`config.mk`:
```
export PLATFORM = sky130hd
export DESIGN_NAME = counter_ud_monitor
export DESIGN_NICKNAME = d
export VERILOG_FILES = /design/src/rtl/counter_ud_monitor_pkg.sv /design/src/rtl/counter_ud_monitor_sat_cnt.sv /design/src/rtl/counter_ud_monitor.sv
export SDC_FILE = /design/constraint.sdc
export NUM_CORES = 1
export LEC_CHECK = 0
export CAP_MARGIN = 20
export CORE_ASPECT_RATIO = 1.5
export CORE_MARGIN = 2
export CORE_UTILIZATION = 45
export CTS_BUF_LIST = sky130_fd_sc_hd__clkbuf_4
export CTS_CLUSTER_SIZE = 16
export DETAILED_ROUTE_END_ITERATION = 16
export PLACE_DENSITY = 0.71
export SYNTH_ARGS = -nofsm -noshare
export SYNTH_HDL_FRONTEND = slang
export SYNTH_HIERARCHICAL = 1
export SYNTH_SLANG_ARGS = --single-unit
export TNS_END_PERCENT = 100
```
`constraint.sdc`:
```
create_clock -name clk -period 5.25 [get_ports clk]
set_input_delay 1.05 -clock clk [delete_from_list [all_inputs] [get_ports clk]]
set_output_delay 1.05 -clock clk [all_outputs]
set_load 0.03 [all_outputs]
```
`src/rtl/counter_ud_monitor_pkg.sv`:
```
// Shared types and the one-step counter contract used by the up/down counter monitor.
package counter_ud_mon_pkg;

  typedef enum logic [1:0] {
    INIT  = 2'd0,
    TRACK = 2'd1,
    HALT  = 2'd2
  } mon_state_e;

  localparam int unsigned CNT_MAX_W = 32;

  // Next count of a counter_ud of the given width, evaluated in a 32-bit container and masked.
  function automatic logic [CNT_MAX_W-1:0] cnt_next(
    input logic [CNT_MAX_W-1:0] count,
    input logic                 load_en,
    input logic [CNT_MAX_W-1:0] load,
    input logic                 down,
    input int unsigned          width
  );
    logic [CNT_MAX_W-1:0] mask;
    logic [CNT_MAX_W-1:0] nxt;
    mask = {CNT_MAX_W{1'b1}} >> (CNT_MAX_W - width);
    if (load_en)   nxt = load;
    else if (down) nxt = count - 32'd1;
    else           nxt = count + 32'd1;
    return nxt & mask;
  endfunction

endpackage

```
`src/rtl/counter_ud_monitor_sat_cnt.sv`:
```
// Saturating event counter with synchronous clear and asynchronous active-low reset.
module sat_cnt #(
  parameter int W = 16
) (
  input  logic         clk,
  input  logic         rstn,
  input  logic         clr,
  input  logic         inc,
  output logic [W-1:0] q
);

  always_ff @(posedge clk or negedge rstn) begin
    if (!rstn)                 q <= '0;
    else if (clr)              q <= '0;
    else if (inc && q != '1)   q <= q + 1'b1;
  end

endmodule

```
`src/rtl/counter_ud_monitor.sv`:
```
// In-line checker for counter_ud: predicts each count from the observed one and logs
// mismatches, legal wraps and the first failing sample.
module counter_ud_monitor
  import counter_ud_mon_pkg::*;
#(
  parameter int WIDTH       = 4,
  parameter int ERR_W       = 16,
  parameter bit STOP_ON_ERR = 1'b0
) (
  input  logic             clk,
  input  logic             rstn,
  input  logic             load_en,
  input  logic [WIDTH-1:0] load,
  input  logic             down,
  input  logic [WIDTH-1:0] count,
  input  logic             rollover,
  input  logic             clr,
  output logic             err,
  output logic             err_pulse,
  output logic [ERR_W-1:0] err_cnt,
  output logic [ERR_W-1:0] wrap_cnt,
  output logic [WIDTH-1:0] first_exp,
  output logic [WIDTH-1:0] first_obs,
  output logic [1:0]       state
);

  localparam logic [WIDTH-1:0] ALL_ONES = '1;

  mon_state_e       state_q;
  logic [WIDTH-1:0] exp_q;
  logic [WIDTH-1:0] exp_d;
  logic [WIDTH-1:0] exp_ref;
  logic [WIDTH-1:0] prev_count;
  logic             prev_load_en;
  logic             active;
  logic             cnt_bad;
  logic             rov_bad;
  logic             err_now;
  logic             up_wrap;
  logic             down_wrap;
  logic             wrap_now;

  // The INIT check is always against zero, whatever exp_q holds.
  assign active    = (state_q != HALT);
  assign exp_ref   = (state_q == INIT) ? '0 : exp_q;
  assign exp_d     = WIDTH'(cnt_next(32'(count), load_en, 32'(load), down, WIDTH));
  assign cnt_bad   = (count != exp_ref);
  assign rov_bad   = (rollover != (count == ALL_ONES));
  assign err_now   = active && (cnt_bad || rov_bad);
  assign up_wrap   = (prev_count == ALL_ONES) && (count == '0);
  assign down_wrap = (prev_count == '0) && (count == ALL_ONES);
  assign wrap_now  = (state_q == TRACK) && !err_now && !prev_load_en && (up_wrap || down_wrap);
  assign state     = state_q;

  // The model is rebuilt from the observed count every cycle, so one glitch costs one error.
  always_ff @(posedge clk or negedge rstn) begin
    if (!rstn) begin
      state_q      <= INIT;
      exp_q        <= '0;
      prev_count   <= '0;
      prev_load_en <= 1'b0;
      err          <= 1'b0;
      err_pulse    <= 1'b0;
      first_exp    <= '0;
      first_obs    <= '0;
    end else if (clr) begin
      state_q      <= INIT;
      exp_q        <= '0;
      prev_count   <= '0;
      prev_load_en <= 1'b0;
      err          <= 1'b0;
      err_pulse    <= 1'b0;
      first_exp    <= '0;
      first_obs    <= '0;
    end else if (active) begin
      exp_q        <= exp_d;
      prev_count   <= count;
      prev_load_en <= load_en;
      err_pulse    <= err_now;
      if (err_now) begin
        err <= 1'b1;
        if (!err) begin
          first_exp <= exp_ref;
          first_obs <= count;
        end
      end
      state_q <= (err_now && STOP_ON_ERR) ? HALT : TRACK;
    end else begin
      err_pulse <= 1'b0;
    end
  end

  sat_cnt #(.W(ERR_W)) u_err_cnt (
    .clk  (clk),
    .rstn (rstn),
    .clr  (clr),
    .inc  (err_now),
    .q    (err_cnt)
  );

  sat_cnt #(.W(ERR_W)) u_wrap_cnt (
    .clk  (clk),
    .rstn (rstn),
    .clr  (clr),
    .inc  (wrap_now),
    .q    (wrap_cnt)
  );

endmodule

```
# Word-level counts from Yosys, hierarchy flattened
# Index checks and enable logic that the tools add are counted.
[totals] in_bits=14 elab_cells=72 out_inout_bits=44 reg_bits=53
[op_classes] reduce_logical=21 addsub=4 eq_ne=9 muxes=28
[op_table] cell="$mux W16" n=4
[op_table] cell="$mux W4" n=15
[op_table] cell="$add A16 B1 Y16 const B" n=2
[op_table] cell="$ne A16 B16 Y1 const B" n=2
[op_table] cell="$eq A4 B4 Y1 const B" n=2
[op_table] cell="$logic_and A1 B1 Y1" n=8
[op_table] cell="$logic_not A4 Y1" n=2
[op_table] cell="$reduce_bool A2 Y1" n=4
[op_table] cell="$mux W1" n=7
[op_table] cell="$add A4 B1 Y4 const B" n=1
[op_table] cell="$mux W2" n=2
[op_table] cell="$ne A2 B2 Y1 const B" n=2
[op_table] cell="$ne A4 B4 Y1" n=1
[op_table] cell="$sub A4 B1 Y4 const B" n=1
[op_table] cell="$reduce_and A3 Y1" n=1
[op_table] cell="$eq A2 B1 Y1 const B" n=1
[op_table] cell="$logic_not A1 Y1" n=2
[op_table] cell="$logic_not A2 Y1" n=1
[op_table] cell="$logic_or A1 B1 Y1" n=2
[op_table] cell="$reduce_and A2 Y1" n=1
[op_table] cell="$ne A1 B1 Y1" n=1

# Logic depth before layout (Yosys ltp)
[depth] depth_word=12 ltp_mapped=11

# Hierarchy
# The synthesis kept the hierarchy.
[modules_own_cells] module="sat_cnt" instances=2 cells_each=98 area_each_um2=942.2 seq_area_each_um2=400.4
[modules_own_cells] module="counter_ud_monitor" instances=1 cells_each=101 area_each_um2=1072.3 seq_area_each_um2=500.5

# Least setup slack after synthesis
# OpenSTA, ideal clock, no wires.
[synth_path] path_kind="input -> register" start="in count[0]" end="reg u_wrap_cnt.q[3]" slack_ns=1.657 setup_time_ns=0.078 arrival_time_ns=3.515 stages=10 path_cell_list="buf_6 > and4bb_2 > o2bb2ai_1 > o21ai_1 > or2_2 > nor4b_1 > inv_1 > clkbuf_1 > or4_2 > a21oi_1"
[synth_via] elab_chain_cells=10 elab_cells_between_ends=15 classes_between="3 x eq/ne; 12 x reduce/logical"
[synth_rtl] element="start: declaration" line="counter_ud_monitor.sv:15" rtl="input logic [WIDTH-1:0] count,"
[synth_rtl] element="$eq A4 B4 Y1" line="counter_ud_monitor.sv:48" rtl="assign rov_bad = (rollover != (count == ALL_ONES));"
[synth_rtl] element="$ne A1 B1 Y1" line="counter_ud_monitor.sv:48"
[synth_rtl] element="$logic_or A1 B1 Y1 *" line="counter_ud_monitor.sv:49" rtl="assign err_now = active && (cnt_bad || rov_bad);"
[synth_rtl] element="$logic_and A1 B1 Y1 *" line="counter_ud_monitor.sv:49"
[synth_rtl] element="named net err_now" line="counter_ud_monitor.sv:38" rtl="logic err_now;"
[synth_rtl] element="$logic_not A1 Y1 *" line="counter_ud_monitor.sv:52" rtl="assign wrap_now = (state_q == TRACK) && !err_now && !prev_load_en && (up_wrap || down_wrap);"
[synth_rtl] element="$logic_and A1 B1 Y1 * (3 in a row)" line="counter_ud_monitor.sv:52"
[synth_rtl] element="named net wrap_now" line="counter_ud_monitor.sv:41" rtl="logic wrap_now;"
[synth_rtl] element="$logic_and A1 B1 Y1 *" line="counter_ud_monitor_sat_cnt.sv:15" rtl="else if (inc && q != '1) q <= q + 1'b1;"
[synth_rtl] element="$reduce_bool A2 Y1 (no source line) *"
[synth_rtl] element="end signal: assignment" line="counter_ud_monitor_sat_cnt.sv:15"
[synth_rtl] element="end: declaration" line="counter_ud_monitor_sat_cnt.sv:9" rtl="output logic [W-1:0] q"
# The timed path passes the listed nets; every way through them passes the cells marked *.
# A chain may end at the register's enable or synchronous reset.

# Worst setup path after layout
[layout_path] start="in count[3]" end="reg u_wrap_cnt.q[3]"
# Same word-level chain as after synthesis.

==> results.sh <==
export IMPL_crit_buf_inv=2
export IMPL_clock_sinks=52
export IMPL_timing_hold_ws_ps=552
export IMPL_max_stage_delay_ps=750
export IMPL_cellPowerDensity_mw_per_mm2=195
export IMPL_yosysUniqueCellTypes=47
export IMPL_switching_share_pct=27.6
export IMPL_grt_pass1_vias=2316
export IMPL_antenna_found_initial=0
export IMPL_drv_slew=0
export IMPL_postPlaceCellArea_mm2=0.00351
export IMPL_drt_vias_per_instance=5.80
export IMPL_finClkSkew_ps=17.1
export IMPL_core_mm2=0.00644
export IMPL_synth_top_cells_by_area="dfrtp_1 44%, a21oi_1 4.4%, o31ai_1 3.6%"
export IMPL_worstPathRequired_ps=5530
export IMPL_gr_usage_all_layers_pct=18.4
export IMPL_p_switching_uw=192
export IMPL_dpl_hpwl_um=4490
export IMPL_wl_per_cell_um=15.4
export IMPL_comb_power_share_pct=14.1
export IMPL_worstMarginPinSlew_ps=1040
export IMPL_synth_edff_count=0
export IMPL_synth_top_area_share_pct=44.0
export IMPL_root_buffer="clkbuf_4"
export IMPL_critPathCaptureType="register"
export IMPL_min_delay_path_depth=2
export IMPL_finalSetupTns_ps=0
export IMPL_p_clk_share_pct=25.2
export IMPL_dr_total_vias=2448
export IMPL_drtIter0Drc=116
export IMPL_io_pins=58
export IMPL_crit_arrival_ps=4550
export IMPL_hold_violations=0
export IMPL_firstDrtPassIters=4
export IMPL_drc=0
export IMPL_crit_fanout=22
export IMPL_clock_path_buffers=2
export IMPL_antenna_left=0
export IMPL_die_w_um=70.2
export IMPL_path_cells="clkdlybuf4s50_1 > and4bb_2 > a31o_1 > a22oi_2 > or2_2 > nor4b_1 > inv_1 > or4_2 > a21oi_1"
export IMPL_ys_warn_count=6
export IMPL_outcome="finished clean"
export IMPL_grt_max_degree=56
export IMPL_holdBufCountCts=0
export IMPL_irDropWorstVdd_uv=156
export IMPL_multi_input_area_mm2=0.00152
export IMPL_async_flop_share_pct=100
export IMPL_rows=36
export IMPL_grt_overflow_total=0
export IMPL_post_cts_repair_setup_buffers=0
export IMPL_synth_cells=297
export IMPL_r2r_start="state[0]"
export IMPL_synth_top_cell_by_area="dfrtp_1"
export IMPL_internal_power_uw=503
export IMPL_hp_start="first_exp[0]"
export IMPL_syn_area_mm2=0.00296
export IMPL_p_leak_nw=1.45
export IMPL_slew_headroom_pct=30.2
export IMPL_r2r_end="u_wrap_cnt/q[3]"
export IMPL_dieArea_mm2=0.00725
export IMPL_fmax_mhz=235
export IMPL_cp_slowest_cell="or4_2"
export IMPL_start_kind="input pin"
export IMPL_setup_viol=0
export IMPL_hold_end="first_exp[0]"
export IMPL_fillers=598
export IMPL_fin_crit_ps=4260
export IMPL_seq_area_frac_synth_pct=44.0
export IMPL_syn_avg_cell_area_um2=9.95
export IMPL_fp_dieH_um=103
export IMPL_grt_pass1_wl_um=10800
export IMPL_htree_levels=2
export IMPL_path_class="in2reg"
export IMPL_seqPwrFrac_pct=60.7
export IMPL_power_uw=695
export IMPL_r2r_slack_ps=1710
export IMPL_nNetsFinal=364
export IMPL_drive_above_1_share_pct=10.4
export IMPL_synth_seq_cells=52
export IMPL_place_gp_congestion=0.799
export IMPL_r2r_cells=8
export IMPL_seq_area_mm2=0.00130
export IMPL_wirelength_um=6510
export IMPL_cts_clk_slew_worst_paths_ps=150
export IMPL_portBuffers=56
export IMPL_stdcell_count=422
export IMPL_syn_to_final_growth_pct=20.6
export IMPL_drv_cap=0
export IMPL_dp_cells=414
export IMPL_tritoncts="yes"
export IMPL_post_route_period_util_pct=81.2
export IMPL_synth_fp_nets=316
export IMPL_rsz0062_at_grt="no"
export IMPL_start_util_pct=45.9
export IMPL_n_antenna_cell=0
export IMPL_cp_top_family="simple AND/OR/NAND/NOR gates"
export IMPL_insertion_delay_ps=370
export IMPL_worstHoldPathType="reg2reg"
export IMPL_stdcell_area_mm2=0.00357
export IMPL_cts_resized=0
export IMPL_ys_flop_type="dfrtp_1"
export IMPL_cts_buffers=5
## Yosys cell counts (all sizes together) (2+ instances only)
cell type	instances
inv	9
nand2	18
nor2b	16
a211oi	2
or3	6
and3	4
mux2	12
xnor2	2
nand4	16
or4	15
and4bb	2
clkbuf	11
ha	4
o211ai	2
and4	4
o31ai	14
dfrtp	52
nor4b	2
nand3	9
o21ai	10
mux2i	5
nor2	20
nor4	10
nand3b	2
a21oi	26
xor2	4
buf	5
nor3	3
o21a	2
## sequential cells by signal (all words and copies together), names as in the netlist
signal,flops
first_obs,4
prev_load_en,1
u_wrap_cnt/q,16
err_pulse,1
prev_count,4
err,1
state,1
first_exp,4
u_err_cnt/q,16
exp_q,4
## through the flow
stage | setup slack, ps | utilization (%)
5_1_grt | 713 | 55.4
2_1_floorplan | 1660 | -
4_1_cts | 1070 | 55.4
3_5_place_dp | 666 | 54.6
3_3_place_gp | 821 | 54.6
6_report | 987 | 55.4
## worst min-delay path: stages, from the launching register on
cell and delay (ps):
dfrtp_1 410, nand2_1 60, mux2i_1 60
## final cells by class
cell class | count | area share [%]
inverter | 10 | 1.05
tap | 76 | 2.67
clock buffer | 5 | 1.05
multi-input combinational | 219 | 42.7
clock inverter | 3 | 0.386
sequential | 52 | 36.5
timing repair buffer | 57 | 15.6
## cells in the final DEF (no fill, tap or decap), drive strengths merged, types with 3 or more instances in the layout
cell type / instances
dfrtp: 52
nor2b: 16
o21ai: 10
clkinv: 4
inv: 9
nand2: 18
mux2i: 5
nor4: 10
and3: 4
buf: 3
ha: 4
nand4: 16
xor2: 4
nor2: 20
or4: 15
and4: 4
nor3: 3
a21oi: 26
nand3: 9
clkbuf: 5
o31ai: 14
mux2: 12
clkdlybuf4s50: 54
or3: 6
## power by group through the flow
stage / logic (mW) / registers (mW) / clock network [mW]
floorplan: 0.0478 / 0.439 / 0
global placement: 0.0988 / 0.430 / 0
detailed placement: 0.100 / 0.430 / 0
CTS: 0.100 / 0.422 / 0.184
global route: 0.109 / 0.424 / 0.198
finish: 0.0980 / 0.422 / 0.175
## how the worst max path moves through the flow
stage | end | cells after the start | from | slack, ps
after global placement | u_wrap_cnt/q[3] | 9 | count[0] | 820
after global routing | u_wrap_cnt/q[3] | 9 | count[0] | 710
final | u_wrap_cnt/q[3] | 9 | count[3] | 990
after detailed placement | u_wrap_cnt/q[3] | 9 | count[0] | 670
after floorplan | u_wrap_cnt/q[3] | 10 | count[0] | 1660
after CTS | u_wrap_cnt/q[3] | 9 | count[0] | 1070
## routing by layer
layer | up-vias | part of all wire (%) | track usage [%]
met5 | - | 0 | 0
met4 | 0 | 1.2 | 5.18
met3 | 5 | 2.9 | 2.91
met2 | 42 | 55 | 34.7
met1 | 1200 | 41 | 21.7
li1 | 1201 | - | -
## cells by family after synthesis
logic type | synth area share (%)
AND/OR/NAND/NOR | 27.1
buffers and inverters | 4.49
XOR/XNOR | 1.78
flip-flops | 44.0
multiplexers | 6.77
adder cells (fa/ha/maj) | 2.37
AO/OA/AOI/OAI | 13.4
other | 0.127
(Power assumes the default switching activity.)
